===== src/rtl/id_ex_pkg.sv =====
// Shared constants and types for the ID->EX pipeline register: default bus widths,
// instruction field positions and the stage state encoding.
package id_ex_pkg;

  localparam int LEN_DATA_DEF     = 32;
  localparam int NUM_BITS_DEF     = 5;
  localparam int LEN_EXEC_BUS_DEF = 11;
  localparam int LEN_MEM_BUS_DEF  = 9;
  localparam int LEN_WB_BUS_DEF   = 2;
  localparam int MEM_READ_BIT_DEF = 1;

  localparam int RS_LSB    = 21;
  localparam int RT_LSB    = 16;
  localparam int RD_LSB    = 11;
  localparam int SHAMT_LSB = 6;
  localparam int IMM_W     = 16;

  typedef enum logic [1:0] {
    RUN   = 2'd0,
    STALL = 2'd1,
    HALT  = 2'd2
  } state_t;

endpackage


===== src/rtl/id_ex_pipe_reg_if.sv =====
// Decode->execute handshake bundle: decode-side entry with valid/ready, execute-side registered entry.
interface id_ex_pipe_reg_if
  import id_ex_pkg::*;
#(
  parameter int LEN_DATA     = LEN_DATA_DEF,
  parameter int NUM_BITS     = NUM_BITS_DEF,
  parameter int LEN_EXEC_BUS = LEN_EXEC_BUS_DEF,
  parameter int LEN_MEM_BUS  = LEN_MEM_BUS_DEF,
  parameter int LEN_WB_BUS   = LEN_WB_BUS_DEF
);

  logic                    in_valid;
  logic                    in_ready;
  logic [LEN_DATA-1:0]     in_pc_branch;
  logic [LEN_DATA-1:0]     in_instr;
  logic [LEN_DATA-1:0]     in_reg1;
  logic [LEN_DATA-1:0]     in_reg2;
  logic [LEN_EXEC_BUS-1:0] in_exec_bus;
  logic [LEN_MEM_BUS-1:0]  in_mem_bus;
  logic [LEN_WB_BUS-1:0]   in_wb_bus;

  logic                    out_ready;
  logic                    out_valid;
  logic [LEN_DATA-1:0]     out_pc_branch;
  logic [LEN_DATA-1:0]     out_reg1;
  logic [LEN_DATA-1:0]     out_reg2;
  logic [LEN_DATA-1:0]     out_sign_extend;
  logic [NUM_BITS-1:0]     out_rs;
  logic [NUM_BITS-1:0]     out_rt;
  logic [NUM_BITS-1:0]     out_rd;
  logic [NUM_BITS-1:0]     out_shamt;
  logic [LEN_EXEC_BUS-1:0] execute_bus;
  logic [LEN_MEM_BUS-1:0]  memory_bus;
  logic [LEN_WB_BUS-1:0]   writeBack_bus;

  modport master (
    output in_valid, in_pc_branch, in_instr, in_reg1, in_reg2,
           in_exec_bus, in_mem_bus, in_wb_bus, out_ready,
    input  in_ready, out_valid, out_pc_branch, out_reg1, out_reg2, out_sign_extend,
           out_rs, out_rt, out_rd, out_shamt, execute_bus, memory_bus, writeBack_bus
  );

  modport slave (
    input  in_valid, in_pc_branch, in_instr, in_reg1, in_reg2,
           in_exec_bus, in_mem_bus, in_wb_bus, out_ready,
    output in_ready, out_valid, out_pc_branch, out_reg1, out_reg2, out_sign_extend,
           out_rs, out_rt, out_rd, out_shamt, execute_bus, memory_bus, writeBack_bus
  );

endinterface


===== src/rtl/load_use_detect.sv =====
// Combinational load-use compare: a pending load's rt against the incoming rs/rt.
// Register 0 never creates a dependency.
module load_use_detect #(
  parameter int NUM_BITS = 5
) (
  input  logic                ld_pending,
  input  logic                in_valid,
  input  logic [NUM_BITS-1:0] cmp_rt,
  input  logic [NUM_BITS-1:0] src_rs,
  input  logic [NUM_BITS-1:0] src_rt,
  output logic                hazard
);

  assign hazard = ld_pending & in_valid & (cmp_rt != '0) &
                  ((cmp_rt == src_rs) | (cmp_rt == src_rt));

endmodule


===== src/rtl/id_ex_pipe_reg.sv =====
// ID->EX register, 1-cycle latency; holds while execute back-pressures, drops in_ready during
// load-use bubbles and after a halt. `ID_EX_PERF_CNT_EN adds saturating stall/flush counters.
module id_ex_pipe_reg
  import id_ex_pkg::*;
#(
  parameter int LEN_DATA        = LEN_DATA_DEF,
  parameter int NUM_BITS        = NUM_BITS_DEF,
  parameter int LEN_EXEC_BUS    = LEN_EXEC_BUS_DEF,
  parameter int LEN_MEM_BUS     = LEN_MEM_BUS_DEF,
  parameter int LEN_WB_BUS      = LEN_WB_BUS_DEF,
  parameter int MEM_READ_BIT    = MEM_READ_BIT_DEF,
  parameter int LOAD_USE_STALLS = 1
) (
  input  logic             clk,
  input  logic             reset_n,
  input  logic             ctrl_clk_mips,
  input  logic             flush,
  input  logic             halt_flag_d,
  id_ex_pipe_reg_if.slave  bus,
  output logic             out_halt_flag_d,
  output logic             stall_flag
`ifdef ID_EX_PERF_CNT_EN
  ,
  output logic [15:0]      perf_stall_cnt,
  output logic [15:0]      perf_flush_cnt
`endif
);

  localparam logic [2:0] STALL_INIT = 3'(LOAD_USE_STALLS - 1);

  state_t                  state_q, state_d;
  logic [2:0]              cnt_q, cnt_d;
  logic [NUM_BITS-1:0]     hz_rt_q, hz_rt_d;

  logic                    valid_q;
  logic [LEN_DATA-1:0]     pc_q, reg1_q, reg2_q, se_q;
  logic [NUM_BITS-1:0]     rs_q, rt_q, rd_q, shamt_q;
  logic [LEN_EXEC_BUS-1:0] exec_q;
  logic [LEN_MEM_BUS-1:0]  mem_q;
  logic [LEN_WB_BUS-1:0]   wb_q;
  logic                    halt_q;

  logic                    advance, hazard, ld_pending, load_entry, load_bubble;
  logic [NUM_BITS-1:0]     cmp_rt, in_rs, in_rt;
  logic [LEN_DATA-1:0]     in_se;
  logic                    unused_instr_hi;

  assign advance = ctrl_clk_mips & (bus.out_ready | ~valid_q);
  assign in_rs   = bus.in_instr[RS_LSB +: NUM_BITS];
  assign in_rt   = bus.in_instr[RT_LSB +: NUM_BITS];
  assign in_se   = {{(LEN_DATA-IMM_W){bus.in_instr[IMM_W-1]}}, bus.in_instr[IMM_W-1:0]};
  assign unused_instr_hi = ^bus.in_instr[LEN_DATA-1:RS_LSB+NUM_BITS];

  // While stalling the load has left the output; its rt is remembered in hz_rt.
  assign ld_pending = (state_q == STALL) | (valid_q & mem_q[MEM_READ_BIT]);
  assign cmp_rt     = (state_q == STALL) ? hz_rt_q : rt_q;

  load_use_detect #(.NUM_BITS(NUM_BITS)) u_load_use_detect (
    .ld_pending (ld_pending),
    .in_valid   (bus.in_valid),
    .cmp_rt     (cmp_rt),
    .src_rs     (in_rs),
    .src_rt     (in_rt),
    .hazard     (hazard)
  );

  always_ff @(posedge clk or negedge reset_n) begin
    if (!reset_n) begin
      state_q <= RUN;
      cnt_q   <= '0;
      hz_rt_q <= '0;
    end else begin
      state_q <= state_d;
      cnt_q   <= cnt_d;
      hz_rt_q <= hz_rt_d;
    end
  end

  always_comb begin
    state_d      = state_q;
    cnt_d        = cnt_q;
    hz_rt_d      = hz_rt_q;
    load_entry   = 1'b0;
    load_bubble  = 1'b0;
    stall_flag   = 1'b0;
    bus.in_ready = 1'b0;
    case (state_q)
      RUN: begin
        bus.in_ready = advance & (flush | ~hazard);
        stall_flag   = hazard & ~flush;
        if (advance) begin
          if (flush) begin
            load_bubble = 1'b1;
          end else if (hazard) begin
            load_bubble = 1'b1;
            cnt_d       = STALL_INIT;
            hz_rt_d     = rt_q;
            if (STALL_INIT != 3'd0) state_d = STALL;
          end else if (bus.in_valid) begin
            load_entry = 1'b1;
            if (halt_flag_d) state_d = HALT;
          end else begin
            load_bubble = 1'b1;
          end
        end
      end
      STALL: begin
        stall_flag = ~flush;
        if (advance) begin
          load_bubble = 1'b1;
          if (flush) begin
            state_d = RUN;
            cnt_d   = '0;
          end else begin
            cnt_d = cnt_q - 3'd1;
            if (cnt_q == 3'd1) state_d = RUN;
          end
        end
      end
      HALT: begin
        // Drain only: the halted entry leaves, bubbles follow until reset.
        if (advance) load_bubble = 1'b1;
      end
      default: state_d = RUN;
    endcase
  end

  always_ff @(posedge clk or negedge reset_n) begin
    if (!reset_n) begin
      valid_q <= 1'b0;
      pc_q    <= '0;
      reg1_q  <= '0;
      reg2_q  <= '0;
      se_q    <= '0;
      rs_q    <= '0;
      rt_q    <= '0;
      rd_q    <= '0;
      shamt_q <= '0;
      exec_q  <= '0;
      mem_q   <= '0;
      wb_q    <= '0;
      halt_q  <= 1'b0;
    end else if (load_entry) begin
      valid_q <= 1'b1;
      pc_q    <= bus.in_pc_branch;
      reg1_q  <= bus.in_reg1;
      reg2_q  <= bus.in_reg2;
      se_q    <= in_se;
      rs_q    <= in_rs;
      rt_q    <= in_rt;
      rd_q    <= bus.in_instr[RD_LSB +: NUM_BITS];
      shamt_q <= bus.in_instr[SHAMT_LSB +: NUM_BITS];
      exec_q  <= bus.in_exec_bus;
      mem_q   <= bus.in_mem_bus;
      wb_q    <= bus.in_wb_bus;
      if (halt_flag_d) halt_q <= 1'b1;
    end else if (load_bubble) begin
      valid_q <= 1'b0;
      pc_q    <= '0;
      reg1_q  <= '0;
      reg2_q  <= '0;
      se_q    <= '0;
      rs_q    <= '0;
      rt_q    <= '0;
      rd_q    <= '0;
      shamt_q <= '0;
      exec_q  <= '0;
      mem_q   <= '0;
      wb_q    <= '0;
    end
  end

  assign bus.out_valid       = valid_q;
  assign bus.out_pc_branch   = pc_q;
  assign bus.out_reg1        = reg1_q;
  assign bus.out_reg2        = reg2_q;
  assign bus.out_sign_extend = se_q;
  assign bus.out_rs          = rs_q;
  assign bus.out_rt          = rt_q;
  assign bus.out_rd          = rd_q;
  assign bus.out_shamt       = shamt_q;
  assign bus.execute_bus     = exec_q;
  assign bus.memory_bus      = mem_q;
  assign bus.writeBack_bus   = wb_q;
  assign out_halt_flag_d     = halt_q;

`ifdef ID_EX_PERF_CNT_EN
  always_ff @(posedge clk or negedge reset_n) begin
    if (!reset_n) begin
      perf_stall_cnt <= '0;
      perf_flush_cnt <= '0;
    end else begin
      if (advance && stall_flag && perf_stall_cnt != 16'hFFFF)
        perf_stall_cnt <= perf_stall_cnt + 16'd1;
      if (advance && flush && perf_flush_cnt != 16'hFFFF)
        perf_flush_cnt <= perf_flush_cnt + 16'd1;
    end
  end
`endif

endmodule


===== src/flat_wrapper.sv =====
// flat-port wrapper written by rule: the top's interface ports become plain ports
module id_ex_pipe_reg_flat import id_ex_pkg::*;
#(
  parameter int LEN_DATA        = LEN_DATA_DEF,
  parameter int NUM_BITS        = NUM_BITS_DEF,
  parameter int LEN_EXEC_BUS    = LEN_EXEC_BUS_DEF,
  parameter int LEN_MEM_BUS     = LEN_MEM_BUS_DEF,
  parameter int LEN_WB_BUS      = LEN_WB_BUS_DEF,
  parameter int MEM_READ_BIT    = MEM_READ_BIT_DEF,
  parameter int LOAD_USE_STALLS = 1
)
  (clk, reset_n, ctrl_clk_mips, flush, halt_flag_d, out_halt_flag_d, stall_flag, bus_in_valid, bus_in_pc_branch, bus_in_instr, bus_in_reg1, bus_in_reg2, bus_in_exec_bus, bus_in_mem_bus, bus_in_wb_bus, bus_out_ready, bus_in_ready, bus_out_valid, bus_out_pc_branch, bus_out_reg1, bus_out_reg2, bus_out_sign_extend, bus_out_rs, bus_out_rt, bus_out_rd, bus_out_shamt, bus_execute_bus, bus_memory_bus, bus_writeBack_bus);
  id_ex_pipe_reg_if #(.LEN_DATA(LEN_DATA), .NUM_BITS(NUM_BITS), .LEN_EXEC_BUS(LEN_EXEC_BUS), .LEN_MEM_BUS(LEN_MEM_BUS), .LEN_WB_BUS(LEN_WB_BUS)) bus_i ();
  input  logic clk;
  input  logic reset_n;
  input  logic ctrl_clk_mips;
  input  logic flush;
  input  logic halt_flag_d;
  output logic out_halt_flag_d;
  output logic stall_flag;
  input wire logic [$bits(bus_i.in_valid)-1:0] bus_in_valid;
  input wire logic [$bits(bus_i.in_pc_branch)-1:0] bus_in_pc_branch;
  input wire logic [$bits(bus_i.in_instr)-1:0] bus_in_instr;
  input wire logic [$bits(bus_i.in_reg1)-1:0] bus_in_reg1;
  input wire logic [$bits(bus_i.in_reg2)-1:0] bus_in_reg2;
  input wire logic [$bits(bus_i.in_exec_bus)-1:0] bus_in_exec_bus;
  input wire logic [$bits(bus_i.in_mem_bus)-1:0] bus_in_mem_bus;
  input wire logic [$bits(bus_i.in_wb_bus)-1:0] bus_in_wb_bus;
  input wire logic [$bits(bus_i.out_ready)-1:0] bus_out_ready;
  output wire logic [$bits(bus_i.in_ready)-1:0] bus_in_ready;
  output wire logic [$bits(bus_i.out_valid)-1:0] bus_out_valid;
  output wire logic [$bits(bus_i.out_pc_branch)-1:0] bus_out_pc_branch;
  output wire logic [$bits(bus_i.out_reg1)-1:0] bus_out_reg1;
  output wire logic [$bits(bus_i.out_reg2)-1:0] bus_out_reg2;
  output wire logic [$bits(bus_i.out_sign_extend)-1:0] bus_out_sign_extend;
  output wire logic [$bits(bus_i.out_rs)-1:0] bus_out_rs;
  output wire logic [$bits(bus_i.out_rt)-1:0] bus_out_rt;
  output wire logic [$bits(bus_i.out_rd)-1:0] bus_out_rd;
  output wire logic [$bits(bus_i.out_shamt)-1:0] bus_out_shamt;
  output wire logic [$bits(bus_i.execute_bus)-1:0] bus_execute_bus;
  output wire logic [$bits(bus_i.memory_bus)-1:0] bus_memory_bus;
  output wire logic [$bits(bus_i.writeBack_bus)-1:0] bus_writeBack_bus;
  assign bus_i.in_valid = bus_in_valid;
  assign bus_i.in_pc_branch = bus_in_pc_branch;
  assign bus_i.in_instr = bus_in_instr;
  assign bus_i.in_reg1 = bus_in_reg1;
  assign bus_i.in_reg2 = bus_in_reg2;
  assign bus_i.in_exec_bus = bus_in_exec_bus;
  assign bus_i.in_mem_bus = bus_in_mem_bus;
  assign bus_i.in_wb_bus = bus_in_wb_bus;
  assign bus_i.out_ready = bus_out_ready;
  assign bus_in_ready = bus_i.in_ready;
  assign bus_out_valid = bus_i.out_valid;
  assign bus_out_pc_branch = bus_i.out_pc_branch;
  assign bus_out_reg1 = bus_i.out_reg1;
  assign bus_out_reg2 = bus_i.out_reg2;
  assign bus_out_sign_extend = bus_i.out_sign_extend;
  assign bus_out_rs = bus_i.out_rs;
  assign bus_out_rt = bus_i.out_rt;
  assign bus_out_rd = bus_i.out_rd;
  assign bus_out_shamt = bus_i.out_shamt;
  assign bus_execute_bus = bus_i.execute_bus;
  assign bus_memory_bus = bus_i.memory_bus;
  assign bus_writeBack_bus = bus_i.writeBack_bus;
  id_ex_pipe_reg #(.LEN_DATA(LEN_DATA), .NUM_BITS(NUM_BITS), .LEN_EXEC_BUS(LEN_EXEC_BUS), .LEN_MEM_BUS(LEN_MEM_BUS), .LEN_WB_BUS(LEN_WB_BUS), .MEM_READ_BIT(MEM_READ_BIT), .LOAD_USE_STALLS(LOAD_USE_STALLS)) u_core (.clk(clk), .reset_n(reset_n), .ctrl_clk_mips(ctrl_clk_mips), .flush(flush), .halt_flag_d(halt_flag_d), .bus(bus_i), .out_halt_flag_d(out_halt_flag_d), .stall_flag(stall_flag));
endmodule

===== config.mk =====
export PLATFORM = sky130hd
export DESIGN_NAME = id_ex_pipe_reg_flat
export DESIGN_NICKNAME = d
export VERILOG_FILES = /design/src/rtl/id_ex_pkg.sv /design/src/rtl/id_ex_pipe_reg_if.sv /design/src/rtl/load_use_detect.sv /design/src/rtl/id_ex_pipe_reg.sv /design/src/flat_wrapper.sv
export SDC_FILE = /design/constraint.sdc
export NUM_CORES = 1
export LEC_CHECK = 0
export CAP_MARGIN = 30
export CORE_ASPECT_RATIO = 0.7
export CORE_MARGIN = 2
export CORE_UTILIZATION = 37
export CTS_CLUSTER_SIZE = 12
export DETAILED_ROUTE_END_ITERATION = 10
export PLACE_DENSITY = 0.85
export SETUP_SLACK_MARGIN = 0.05
export SYNTH_ARGS = -nofsm -noshare
export SYNTH_HDL_FRONTEND = slang
export SYNTH_HIERARCHICAL = 1
export SYNTH_SLANG_ARGS = --single-unit

===== constraint.sdc =====
create_clock -name clk -period 1.85 [get_ports clk]
set_input_delay 0.37 -clock clk [delete_from_list [all_inputs] [get_ports clk]]
set_output_delay 0.37 -clock clk [all_outputs]
set_load 0.02 [all_outputs]

==> impl_table.tex, run 1 <==
\begin{tabular}{lr}
\hline
Metric & Value \\
\hline
\multicolumn{2}{l}{\textbf{Run status}} \\
\quad Result of the run & finished, violations left \\
\quad Violations in the final reports & negative setup slack \\
\multicolumn{2}{l}{\textbf{CTS}} \\
\quad Bufs on Longest Clock Path & 2 \\
\quad Cell chosen for the clock root & sky130\_fd\_sc\_hd\_\_clkbuf\_16 \\
\quad Clock latency at the later pin of the worst-skew pair & 0.41 ns \\
\quad Count of H-tree levels built during CTS & 4 \\
\quad CTS buffer count & 17 \\
\quad Clock-pin slew of the registers on the worst-case setup and hold paths & 0.06 ns \\
\quad CTS sink cnt & $\sim$150 \\
\quad Clock tree from TritonCTS & yes \\
\multicolumn{2}{l}{\textbf{Critical path}} \\
\quad R2r setup slk & -0.49 ns \\
\quad Crit path cell chain & or4\_4 > o211ai\_2 > a21oi\_2 > nor2b\_4 > buf\_6 > nor3\_2 > buf\_4 \\
\quad Path depth of the worst reg2reg path & 8 \\
\quad Reg-to-reg endpoint & u\_core/bus.out\_sign\_extend[13]\$\_DFFE\_PN0P\_ \\
\quad Data arrival at the endpoint of the critical path & approximately 2.1 ns \\
\quad Top cell family by delay on the critical path & simple AND/OR/NAND/NOR gates \\
\quad Worst setup startpoint & u\_core/bus.out\_rt[3]\$\_DFFE\_PN0P\_ \\
\quad Slowest cell on the critical path & sky130\_fd\_sc\_hd\_\_or4\_4 \\
\quad Sum of buffers and inverters on the critical path & 2 \\
\quad Critical-path maximum fanout & 2 \\
\quad Crit path launch type & flip-flop \\
\quad Startpoint of the lowest-slack register-to-register path & u\_core/bus.out\_rt[3]\$\_DFFE\_PN0P\_ \\
\quad Capturing element type of the critical path & output pin \\
\quad Required time at the worst-slack endpoint & 1.48 ns \\
\quad CP peak stage delay & roughly 0.53 ns \\
\quad Type of the worst setup path & flip-flop to output pin \\
\multicolumn{2}{l}{\textbf{Layout}} \\
\quad Design area & between 10000 and 15000 um\^{}2 \\
\quad Synth-to-Final Area Change & 63.4\% \\
\quad \# nets final & approximately 1.0k \\
\quad Share of cells above drive strength 1 & 18.9\% \\
\quad Antenna Cells & 0 \\
\multicolumn{2}{l}{\textbf{Synth}} \\
\quad Fraction of the mapped netlist area in simple logic gates & about an eighth \\
\quad Count of warnings emitted by yosys & 6 \\
\quad XOR/XNOR share of the synthesized area & 1.29\% \\
\quad Nets in the synthesized netlist & 711 \\
\quad Async set-reset flop share out of synthesis & 100\% \\
\quad Register area share after synthesis & a little over half \\
\quad Synthesized area per cell & $\sim$12 um\^{}2 \\
\quad Combinational family with the most area after synthesis & compound AO/OA/AOI/OAI gates \\
\quad Most instantiated cells after synthesis & sky130\_fd\_sc\_hd\_\_dfrtp\_1 (147), sky130\_fd\_sc\_hd\_\_nand3\_1 (146), sky130\_fd\_sc\_hd\_\_o2bb2ai\_1 (84) \\
\quad Number of flip-flops and latches in the synthesized netlist & between 100 and 150 \\
\quad Most common cell in the synthesized netlist & sky130\_fd\_sc\_hd\_\_dfrtp\_1 \\
\quad Adder-cell area share of the yosys netlist & 0\% \\
\quad Count of flip-flops with a built-in enable after synthesis & 0 \\
\quad Mux share of post-synthesis cell area & 0.166\% \\
\quad Library cell with the largest summed area after synthesis & sky130\_fd\_sc\_hd\_\_dfrtp\_1 \\
\quad Cell area after synthesis & 6770 um\^{}2 \\
\quad Distinct cells, synth & 22 \\
\quad Cell types with the largest area share after synthesis & sky130\_fd\_sc\_hd\_\_dfrtp\_1 (54\%), sky130\_fd\_sc\_hd\_\_o2bb2ai\_2 (13\%), sky130\_fd\_sc\_hd\_\_o2bb2ai\_1 (11\%) \\
\quad Fraction of the mapped netlist area in compound gates & 24.7\% \\
\quad Most used flip-flop cell after synthesis & sky130\_fd\_sc\_hd\_\_dfrtp\_1 \\
\quad Post-synth top area share & 54.3\% \\
\quad Cells after Synth & 554 \\
\multicolumn{2}{l}{\textbf{Hold path}} \\
\quad Class of the tightest hold or removal check & primary input to asynchronous set/reset pin \\
\multicolumn{2}{l}{\textbf{Floorplanning}} \\
\quad Core outline area & 18000 um\^{}2 \\
\quad Die area & 19400 um\^{}2 \\
\quad Die boundary width & 166 um \\
\quad Top-level I/O count & between 300 and 400 \\
\quad Count of standard-cell rows & 41 \\
\quad Starting density of the core & 37.7\% \\
\quad Die H & 117 um \\
\multicolumn{2}{l}{\textbf{Routing}} \\
\quad Drt first pass iters & 4 \\
\quad Total wire length & between 20000 and 25000 um \\
\quad Drt via density & around 5.3 \\
\quad DRC errors left & 0 \\
\quad Starting DRC count in detailed routing & approximately 420 \\
\quad Post-detailed-route wirelength per cell & 19.8 um \\
\quad Remaining antenna violation count & 0 \\
\quad Total via count after detailed routing & 5775 \\
\multicolumn{2}{l}{\textbf{Job}} \\
\quad Max-cap violations & 0 \\
\multicolumn{2}{l}{\textbf{Global routing}} \\
\quad Aggregate global-route resource usage & about 21\% \\
\quad Initial antenna violation count & 1 \\
\quad Grt ovf & 0 \\
\quad Via count of the first global-routing pass & 5729 \\
\quad Maximum number of pins on one net before global-route repair & 147 \\
\quad Global-route wire length before repair & 32800 um \\
\multicolumn{2}{l}{\textbf{Power and ir drop}} \\
\quad Maximum vdd ir drop & 0.417 mV \\
\quad Leakage & 5.92 nW \\
\quad Overall power & 0.00772 W \\
\quad Pwr/cell area & 697 nW/um\^{}2 \\
\multicolumn{2}{l}{\textbf{Timing}} \\
\quad Transition at the pin with the smallest max-transition slack & 0.680 ns \\
\quad Worst Setup Slack, final & -0.606 ns \\
\quad Final worst path period need & $\sim$2.5 ns \\
\quad Final slew viol count & 0 \\
\quad Clock skew after layout & $\sim$0.010 ns \\
\quad Final hold violation count & 0 \\
\quad Fmax achieved & 407 MHz \\
\quad Worst slew slack as a fraction of its limit & 54.7\% \\
\quad Ratio of final minimum period to clock period & 133\% \\
\quad Finish-stage setup viols & 149 \\
\quad Unrepaired setup endpoints after global routing & true \\
\multicolumn{2}{l}{\textbf{Placed design}} \\
\quad Half-perimeter wire length after placement & 14300 um \\
\quad Port bufs & $\sim$320 \\
\quad Placer Congestion & a little over 0.8 \\
\quad Area after DPL & 10200 um\^{}2 \\
\hline
\end{tabular}
-- flip-flops by register name, summed over array words and instances, names as in the netlist --
name and cells:
u_core/bus.out_reg1 32, u_core/bus.out_reg2 32, u_core/bus.out_pc_branch 32, u_core/bus.out_rs 5, u_core/bus.writeBack_bus 2, u_core/bus.out_valid 1
u_core/state_q 1, u_core/bus.out_rt 5, u_core/out_halt_flag_d 1, u_core/bus.out_sign_extend 16, u_core/bus.execute_bus 11, u_core/bus.memory_bus 9
-- worst register-to-register path: cells and delay by family, from the launching register on --
kind	cells	cell delay, ns
simple gates	3	0.96
buf+inv	2	0.47
compound gates	3	0.43
flops	1	0.40
-- metal layers --
layer  up-vias  routed length, um  share of wire [%]  track usage [%]
met5         -                  7              0.032                0
met4         2                629                2.9             8.81
met3        44               1350                6.2             6.19
met2       224              10400                 48             34.3
met1      2844               9290                 43             27.8
li1       2661                  -                  -                -
-- area by class of cell --
| class | instances | area [um^2] |
|---|---|---|
| Clock inverter | 12 | 133 |
| Clock buffer | 19 | 443 |
| Tap cell | 236 | 295 |
| Timing Repair Buffer | 362 | 3770 |
| Fill cell | 1419 | 6890 |
| Sequential cell | 147 | 3680 |
| Multi-Input combinational cell | 317 | 2740 |
-- power by group --
| part | switching, W | total [W] | internal [W] |
|---|---|---|---|
| Sequential | 0.0000357 | 0.00330 | 0.00326 |
| Combinational | 0.000516 | 0.00103 | 0.000514 |
| Clock | 0.00137 | 0.00339 | 0.00202 |
| Total | 0.00192 | 0.00772 | 0.00580 |
-- cells in the final DEF, fill, tap and decap left out --
master / n
sky130_fd_sc_hd__clkdlybuf4s50_1: 193
sky130_fd_sc_hd__nand3_1: 146
sky130_fd_sc_hd__dfrtp_1: 142
sky130_fd_sc_hd__o2bb2ai_2: 73
sky130_fd_sc_hd__o2bb2ai_1: 70
sky130_fd_sc_hd__dlygate4sd2_1: 63
sky130_fd_sc_hd__dlymetal6s2s_1: 63
sky130_fd_sc_hd__buf_4: 26
sky130_fd_sc_hd__clkbuf_16: 17
sky130_fd_sc_hd__buf_12: 8
sky130_fd_sc_hd__xor2_1: 6
sky130_fd_sc_hd__buf_6: 5
sky130_fd_sc_hd__dfrtp_2: 5
sky130_fd_sc_hd__xnor2_1: 4
sky130_fd_sc_hd__clkinvlp_4: 3
sky130_fd_sc_hd__clkinv_2: 3
sky130_fd_sc_hd__bufinv_16: 2
sky130_fd_sc_hd__clkinv_4: 2
sky130_fd_sc_hd__inv_6: 2
sky130_fd_sc_hd__bufbuf_16: 2
sky130_fd_sc_hd__nor2b_4: 2
sky130_fd_sc_hd__nand2b_4: 2
sky130_fd_sc_hd__nor3_2: 2
sky130_fd_sc_hd__a41o_1: 2
sky130_fd_sc_hd__clkbuf_8: 1
sky130_fd_sc_hd__clkbuf_1: 1
sky130_fd_sc_hd__dlygate4sd3_1: 1
sky130_fd_sc_hd__clkdlybuf4s15_1: 1
sky130_fd_sc_hd__and2_1: 1
sky130_fd_sc_hd__nand2_4: 1
sky130_fd_sc_hd__nor3b_4: 1
sky130_fd_sc_hd__nor2b_1: 1
sky130_fd_sc_hd__o2bb2ai_4: 1
sky130_fd_sc_hd__mux2_2: 1
sky130_fd_sc_hd__nor3_1: 1
sky130_fd_sc_hd__or4_4: 1
sky130_fd_sc_hd__o211ai_2: 1
sky130_fd_sc_hd__a21oi_2: 1
-- cell families after synthesis --
group           count (synthesis)
mux                             1
compound gates                148
buf+inv                        90
flops                         147
simple gates                  158
xor+xnor                       10
-- how the worst max path moves through the flow --
stage          cells past startpoint                                  endpoint  slack, ns
2_1_floorplan                      9  u_core/bus.out_pc_branch[18]$_DFFE_PN0P_      -0.23
3_3_place_gp                       8                                stall_flag      -1.04
3_5_place_dp                       8                                stall_flag      -1.02
4_1_cts                            9                              bus_in_ready      -0.63
5_1_grt                            9                              bus_in_ready      -0.69
6_report                           7                              bus_in_ready      -0.61
-- metrics by stage --
step	setup TNS (ns)	setup slack [ns]	util, %	cells	hold WS, ns
global route	-64.89	-0.690	61.6	1093	0.448
floorplan	-24.03	-0.232	-	554	0.0744
detailed placement	-84.72	-1.02	56.7	1056	0.280
CTS	-57.48	-0.634	60.2	1092	0.403
global placement	-85.20	-1.04	56.7	1056	0.281
finish	-55.13	-0.606	61.6	1093	0.455
-- timing repair --
| item | 4_1_cts | 5_1_grt |
|---|---|---|
| cloned | 2 | 0 |
| endpoints found under the setup margin | 214 | 216 |
| gates resized for setup | 83 | 79 |
| setup buffers | 2 | 1 |
| pin swaps | 7 | 2 |
| hold endpoints to repair | 28 | 0 |
| hold buffers | 1 | 0 |
Power figures use the tool's default switching activity.
==> run 2: changes to the inputs <==
--- a/config.mk
+++ b/config.mk
@@ -13,6 +13,7 @@
 export DETAILED_ROUTE_END_ITERATION = 10
 export PLACE_DENSITY = 0.85
 export SETUP_SLACK_MARGIN = 0.05
+export SLEW_MARGIN = 10
 export SYNTH_ARGS = -nofsm -noshare
 export SYNTH_HDL_FRONTEND = slang
 export SYNTH_HIERARCHICAL = 1
==> results of run 2 <==
Same layout as run 1: the final DEF is identical, and so are final timing and power.
